--- src/rtl/fetch_stage_if.sv ---
// Instruction-memory request/response bundle between fetch and imem.
// One outstanding request; responses carry no tag.
interface fetch_stage_if #(
  parameter int XLEN = 32
) ();
  logic            imem_req;
  logic [XLEN-1:0] imem_addr;
  logic            imem_rvalid;
  logic [31:0]     imem_rdata;

  modport master (
    output imem_req,
    output imem_addr,
    input  imem_rvalid,
    input  imem_rdata
  );

  modport slave (
    input  imem_req,
    input  imem_addr,
    output imem_rvalid,
    output imem_rdata
  );
endinterface

--- src/rtl/fetch_stage.sv ---
// IF stage: PC, variable-latency imem fetch, one-entry stall buffer,
// flush-kill of in-flight fetches, and the IF/ID pipeline register.
module fetch_stage #(
  parameter int              XLEN      = 32,
  parameter logic [XLEN-1:0] RESET_PC  = '0,
  parameter logic [XLEN-1:0] PC_STEP   = XLEN'(4),
  parameter logic [31:0]     NOP_INSTR = 32'h0000_0013
) (
  input  logic            clk,
  input  logic            rst,
  input  logic            PCWrite,
  input  logic            IF_ID_Write,
  input  logic            IF_Flush,
  input  logic [XLEN-1:0] BranchTarget,
  fetch_stage_if.master   imem,
  output logic [XLEN-1:0] IF_ID_PC,
  output logic [31:0]     IF_ID_Instr,
  output logic            IF_ID_Valid
);

  localparam logic [1:0] IDLE    = 2'd0;
  localparam logic [1:0] WAIT    = 2'd1;
  localparam logic [1:0] DISCARD = 2'd2;

  typedef struct packed {
    logic [XLEN-1:0] pc;
    logic [31:0]     instr;
  } slot_t;

  logic [1:0]      state;
  logic [1:0]      state_n;
  logic [XLEN-1:0] pc;
  logic [XLEN-1:0] pc_n;
  logic [XLEN-1:0] req_pc;
  slot_t           buf_q;
  slot_t           buf_n;
  logic            buf_valid;
  logic            buf_valid_n;
  slot_t           ifid_n;
  logic            ifid_valid_n;

  logic in_idle;
  logic in_wait;
  logic in_disc;
  logic rvalid;
  logic rsp;
  logic issue;

  assign in_idle = (state == IDLE);
  assign in_wait = (state == WAIT);
  assign in_disc = (state == DISCARD);
  assign rvalid  = imem.imem_rvalid;
  assign rsp     = in_wait & rvalid;

  // A response consumed straight into IF/ID frees the single slot,
  // so the next fetch may go out in the same cycle.
  assign issue = !rst && !IF_Flush && PCWrite && !buf_valid &&
                 (in_idle || (rsp && IF_ID_Write));

  assign imem.imem_req  = issue;
  assign imem.imem_addr = pc;

  always_comb begin
    state_n      = state;
    pc_n         = pc;
    buf_n        = buf_q;
    buf_valid_n  = buf_valid;
    ifid_n       = '{pc: IF_ID_PC, instr: IF_ID_Instr};
    ifid_valid_n = IF_ID_Valid;

    if (IF_Flush) begin
      pc_n         = {BranchTarget[XLEN-1:2], 2'b00};
      ifid_n.instr = NOP_INSTR;
      ifid_valid_n = 1'b0;
      buf_valid_n  = 1'b0;
      unique case (1'b1)
        in_wait: state_n = rvalid ? IDLE : DISCARD;
        in_disc: state_n = rvalid ? IDLE : DISCARD;
        default: state_n = IDLE;
      endcase
    end else begin
      if (issue) begin
        pc_n = pc + PC_STEP;
      end

      if (rsp && !IF_ID_Write) begin
        buf_n       = '{pc: req_pc, instr: imem.imem_rdata};
        buf_valid_n = 1'b1;
      end

      if (IF_ID_Write) begin
        if (rsp) begin
          ifid_n       = '{pc: req_pc, instr: imem.imem_rdata};
          ifid_valid_n = 1'b1;
        end else if (in_idle && buf_valid) begin
          ifid_n       = buf_q;
          ifid_valid_n = 1'b1;
          buf_valid_n  = 1'b0;
        end else begin
          ifid_n.instr = NOP_INSTR;
          ifid_valid_n = 1'b0;
        end
      end

      if (issue) begin
        state_n = WAIT;
      end else if (rsp || (in_disc && rvalid)) begin
        state_n = IDLE;
      end
    end
  end

  always_ff @(posedge clk) begin
    if (rst) begin
      state       <= IDLE;
      pc          <= RESET_PC;
      req_pc      <= RESET_PC;
      buf_q       <= '0;
      buf_valid   <= 1'b0;
      IF_ID_PC    <= '0;
      IF_ID_Instr <= NOP_INSTR;
      IF_ID_Valid <= 1'b0;
    end else begin
      state       <= state_n;
      pc          <= pc_n;
      buf_q       <= buf_n;
      buf_valid   <= buf_valid_n;
      IF_ID_PC    <= ifid_n.pc;
      IF_ID_Instr <= ifid_n.instr;
      IF_ID_Valid <= ifid_valid_n;
      if (issue) begin
        req_pc <= pc;
      end
    end
  end

endmodule
--- src/flat_wrapper.sv ---
// flat-port wrapper written by rule: the top's interface ports become plain ports
module fetch_stage_flat 
#(
  parameter int              XLEN      = 32,
  parameter logic [XLEN-1:0] RESET_PC  = '0,
  parameter logic [XLEN-1:0] PC_STEP   = XLEN'(4),
  parameter logic [31:0]     NOP_INSTR = 32'h0000_0013
)
  (clk, rst, PCWrite, IF_ID_Write, IF_Flush, BranchTarget, IF_ID_PC, IF_ID_Instr, IF_ID_Valid, imem_imem_req, imem_imem_addr, imem_imem_rvalid, imem_imem_rdata);
  fetch_stage_if #(.XLEN(XLEN)) imem_i ();
  input  logic clk;
  input  logic rst;
  input  logic PCWrite;
  input  logic IF_ID_Write;
  input  logic IF_Flush;
  input  logic [XLEN-1:0] BranchTarget;
  output logic [XLEN-1:0] IF_ID_PC;
  output logic [31:0] IF_ID_Instr;
  output logic IF_ID_Valid;
  output wire logic [$bits(imem_i.imem_req)-1:0] imem_imem_req;
  output wire logic [$bits(imem_i.imem_addr)-1:0] imem_imem_addr;
  input wire logic [$bits(imem_i.imem_rvalid)-1:0] imem_imem_rvalid;
  input wire logic [$bits(imem_i.imem_rdata)-1:0] imem_imem_rdata;
  assign imem_imem_req = imem_i.imem_req;
  assign imem_imem_addr = imem_i.imem_addr;
  assign imem_i.imem_rvalid = imem_imem_rvalid;
  assign imem_i.imem_rdata = imem_imem_rdata;
  fetch_stage #(.XLEN(XLEN), .RESET_PC(RESET_PC), .PC_STEP(PC_STEP), .NOP_INSTR(NOP_INSTR)) u_core (.clk(clk), .rst(rst), .PCWrite(PCWrite), .IF_ID_Write(IF_ID_Write), .IF_Flush(IF_Flush), .BranchTarget(BranchTarget), .imem(imem_i), .IF_ID_PC(IF_ID_PC), .IF_ID_Instr(IF_ID_Instr), .IF_ID_Valid(IF_ID_Valid));
endmodule
--- config.mk ---
export PLATFORM = sky130hd
export DESIGN_NAME = fetch_stage_flat
export DESIGN_NICKNAME = d
export VERILOG_FILES = /design/src/rtl/fetch_stage_if.sv /design/src/rtl/fetch_stage.sv /design/src/flat_wrapper.sv
export SDC_FILE = /design/constraint.sdc
export NUM_CORES = 1
export LEC_CHECK = 0
export BUFFER_PORTS_ARGS = -buffer_cell sky130_fd_sc_hd__buf_4
export CAP_MARGIN = 10
export CORE_MARGIN = 2
export CORE_UTILIZATION = 54
export CTS_CLUSTER_SIZE = 28
export DETAILED_ROUTE_END_ITERATION = 16
export PLACE_DENSITY_LB_ADDON = 0.1
export SYNTH_ARGS = -nofsm -noshare
export SYNTH_HDL_FRONTEND = slang
export SYNTH_SLANG_ARGS = --single-unit
--- constraint.sdc ---
create_clock -name clk -period 2.8 [get_ports clk]
set_input_delay 0.7 -clock clk [delete_from_list [all_inputs] [get_ports clk]]
set_output_delay 0.7 -clock clk [all_outputs]
set_load 0.03 [all_outputs]
Yosys cells after proc, flatten, opt, wreduce, memory -nomap -nowiden

Index checks and enable logic that the tools add are counted.
Widths: inputs -> output; s select.

Output and inout port bits: 98
Input port bits: 70
Register bits: 196

Mux-type cells: 16
Bitwise logic cells: 2
Eq/ne operators: 2
Reduce and logical (&&, ||, !) cells: 22
Add/subtract/negate cells: 1

Operator list:

| kind                  | number |
|---|---|
| $mux 32               | 4 |
| $mux 64               | 1 |
| $add 32x3->32 const B | 1 |
| $mux 2                | 5 |
| $logic_and 1x1->1     | 8 |
| $mux 1                | 6 |
| $logic_not 1->1       | 4 |
| $reduce_bool 2->1     | 2 |
| $reduce_or 2->1       | 2 |
| $reduce_and 3->1      | 1 |
| $reduce_bool 3->1     | 1 |
| $eq 2x1->1 const B    | 1 |
| $eq 2x2->1 const B    | 1 |
| $logic_not 2->1       | 1 |
| $logic_or 1x1->1      | 2 |
| $reduce_and 2->1      | 1 |
| $and 1x1->1           | 1 |
| $not 1->1             | 1 |

Depth between registers and ports, before layout

Depth after elaboration: 7
Mapped depth: 10
Mapped depth without buffers: 8

Worst setup path before layout

OpenSTA, ideal clock, no wires.

Path kind: input to output
Start: input port IF_Flush
End: output port imem_imem_req
Arrival: 1927 ps
Path buffers: 4
Slack: 173 ps
Cell stages on the path: 7
Data required time: 2100 ps
Cell sequence: buf_2 -> nor4b_4 -> nand2_2 -> inv_1 -> buf_2 -> buf_2 -> buf_2

Word-level cells in the longest chain between the ends: 5

Ends and longest elaborated chain:

| element                        | line               | text |
|---|---|---|
| start: declaration             | flat_wrapper.sv:15 | `input logic IF_Flush;` |
| $logic_not 1->1                | fetch_stage.sv:57  | `assign issue = !rst && !IF_Flush && PCWrite && !buf_valid &&` |
| $logic_and 1x1->1 (4 in a row) | fetch_stage.sv:57  |  |
| end: declaration               | flat_wrapper.sv:20 | `output wire logic [$bits(imem_i.imem_req)-1:0] imem_imem_req;` |

No other way between the ends.

Worst setup path in the final report

Start: register u_core.state[0]
End: output port imem_imem_req

Word-level cells in the longest chain between the ends: 5

Ends and longest elaborated chain:

| element                  | line               | text |
|---|---|---|
| start: declaration       | fetch_stage.sv:30  | `logic [1:0] state;` |
| start signal: assignment | fetch_stage.sv:124 | `state <= state_n;` |
| $eq 2x1->1               | fetch_stage.sv:50  | `assign in_wait = (state == WAIT);` |
| $and 1x1->1              | fetch_stage.sv:53  | `assign rsp = in_wait & rvalid;` |
| $logic_and 1x1->1        | fetch_stage.sv:58  | `(in_idle \|\| (rsp && IF_ID_Write));` |
| $logic_or 1x1->1 (*)     | fetch_stage.sv:58  |  |
| $logic_and 1x1->1 (*)    | fetch_stage.sv:57  |  |

Every way passes the cells marked *; elsewhere a longest branch is shown, timed or not.

==> flow_summary.yaml <==
outcome:
  status: "finished clean"
clocking:
  post_cts_buffers: 0
  cts_tree: "built"
  cts_buffers: 17
  cts_root_buffer: "clkbuf_16"
  cts_resized: 0
  clock_latency_ps: 440
  htreeDepth: 4
  hold_buffers: 0
  cts.sinks: 188
  clockBufferDepth: 2
  clk_pin_slew_worst_paths_ps: 60
synth:
  ys_seq_area_share_pct: 48.0
  postSynthCellCount: 1037
  muxShareOfSynthArea_pct: 0.415
  ys.flop_type: "dfxtp_1"
  synth_top_family_by_area: "simple AND/OR/NAND/NOR gates"
  ys_types: 56
  async_reset_ff_share_pct: 0
  synth.area.top_cells: "dfxtp_1 (48%), nand2_1 (15%), a21oi_1 (11%)"
  ys_warn_count: 0
  synthSimpleGateAreaFrac_pct: 26.5
  synth_top_area_cell: "dfxtp_1"
  synthAdderAreaFrac_pct: 0.639
  synthTopCellsByCount: "nand2_1 (318), dfxtp_1 (188), a21oi_1 (168), nor2_1 (108), clkbuf_1 (62)"
  avgSynthCellArea_um2: 7.56
  syn_area_mm2: 0.00784
  ys_ff_latch: 188
  yosysTopAreaCellShare_pct: 48.0
  synthXorXnorAreaFrac_pct: 0.112
  yosysMostFrequentCell: "nand2_1"
  synth_edf_count: 0
  synth_compound_area_share_pct: 19.5
flow_run:
  maxCapViolations: 0
place:
  dp_hpwl_um: 13200
  place_ws_ps: 229
  gp_congestion: 0.872
  port_buffers: 161
worst_setup_path:
  worstPathMaxFanout: 11
  cp-end-kind: "primary output"
  r2r_slack_ps: 370
  worstPathArrival_ps: 1810
  crit_path_start_kind: "flip-flop"
  reg2reg_from: "u_core.state[0]"
  cp.required_ps: 2100
  startpoint: "u_core.state[0]"
  path_class: "flip-flop to primary output"
  r2r-end: "u_core.imem.imem_addr[14]"
  crit_end: "imem_imem_req"
  ff2ff_path_depth: 9
sta:
  post-route-min-period_ps: 2510
  finalSetupViolations: 0
  finClkSkew_ps: 11.4
  tightest_slew_ps: 805
  slew_headroom_pct: 46.1
  worst_slack_ps: 286
  fin_setup_tns_ps: 0
  rsz0062_at_grt: "no"
  drv_slew: 0
  timing.fmax_mhz: 398
  hold_violations: 0
  post-route-period-util_pct: 89.8
grt:
  grt_pass1_vias: 7028
  grt_max_degree: 155
  grt_usage_pct: 26.6
  overflow: 0
  antenna_found_initial: 0
  grt_first_pass_wirelength_um: 34100
floorplanning:
  start_util_pct: 54.5
  die_x_um: 124
  die-area_mm2: 0.0155
  chipHeight_um: 124
  io_pins: 168
  row_count: 44
  core_mm2: 0.0144
final_layout:
  antennaDiodeCount: 0
  area_delta_synth_final_pct: 24.1
  nets: 1236
  drive_gt1_share_pct: 19.7
route:
  drt-total-wl_um: 20900
  drc: 0
  first_pass_iters: 5
  ant_nets: 0
  wl_per_cell_um: 15.4
  num_vias: 7682
  vias_per_cell: 5.66
  drt_iter0_drc: 665
power_and_ir_drop:
  max-vdd-ir-drop_mv: 0.437
  p_leak_nw: 3.58
  power_density_mw_per_mm2: 575
min_path:
  hp-class: "flip-flop to flip-flop"
[layer usage]
layer / up-vias / share of wire, % / GRT usage, %
met5: - / 0 / 0
met3: 34 / 6.6 / 5.63
li1: 3790 / - / -
met4: 0 / 2.2 / 9.52
met2: 274 / 45 / 41.6
met1: 3584 / 46 / 36.5
[layout make-up]
type	instances	area (um^2)
clock buffer	26	489
multi-input combinational	760	3730
inverter	11	41.3
fill	1283	4640
sequential	188	3760
timing repair buffer	184	1420
tap	184	230
clock inverter	5	58.8
[through the flow]
step | utilization, % | cells | total power [mW] | cell area, um^2 | hold WS [ps]
2_1_floorplan | - | 1040 | 3.13 | 7850 | 436
3_3_place_gp | 63.9 | 1327 | 3.36 | 9180 | 442
3_5_place_dp | 63.9 | 1327 | 3.36 | 9180 | 447
4_1_cts | 67.7 | 1358 | 5.62 | 9730 | 452
5_1_grt | 67.7 | 1358 | 5.78 | 9730 | 466
6_report | 67.7 | 1358 | 5.59 | 9730 | 454
[cells by family after synthesis]
kind of cell,count (synthesis)
buf+inv,92
simple gates,491
other cells,1
flops,188
fa+ha+maj,4
compound gates,257
xor+xnor,1
mux,3
[worst min-delay path by stage]
| stage | depth (start not counted) | startpoint | slack [ps] | to |
|---|---|---|---|---|
| after floorplan | 2 | u_core.buf_q[0] | 440 | u_core.buf_q[0] |
| after global placement | 2 | u_core.buf_q[61] | 440 | u_core.buf_q[61] |
| after detailed placement | 2 | u_core.buf_q[40] | 450 | u_core.buf_q[40] |
| after CTS | 2 | BranchTarget[23] | 450 | u_core.imem.imem_addr[23] |
| after global routing | 2 | BranchTarget[23] | 470 | u_core.imem.imem_addr[23] |
| final | 2 | u_core.buf_q[31] | 450 | u_core.buf_q[31] |
[sequential cells by signal (all words and copies together), names as in the netlist]
register               flops
u_core.buf_valid           1
u_core.IF_ID_PC           30
u_core.IF_ID_Valid         1
u_core.buf_q              62
u_core.IF_ID_Instr        32
u_core.req_pc             30
u_core.state               2
u_core.imem.imem_addr     30
[cells in the final DEF (no fill, tap or decap), drive strengths merged, types with 3 or more instances in the layout]
cell type / instances
o221ai: 3
a21oi: 168
nand4: 11
inv: 12
clkbuf: 26
nor2: 108
or4: 7
a2bb2oi: 5
a311oi: 30
a31oi: 13
conb: 4
dfxtp: 188
and3: 6
buf: 184
or3: 6
nand3: 13
o311ai: 10
nor4: 3
ha: 4
and2: 3
nand2: 319
o21ai: 14
and4: 3
[worst max-delay path, cell delays in order (launching register included)]
cell	delay, ps
dfxtp_1	360
inv_1	80
ha_1	240
a31o_2	250
nand2_2	60
inv_1	170
buf_4	230
[where the power goes]
group	internal, mW	leakage, nW	total, mW	switching (mW)
sequential	2.73	1.52	2.79	0.0655
clock	1.29	0.261	2.29	0.992
combinational	0.198	1.80	0.515	0.316
Note: power is estimated with default switching activity, not from simulation.
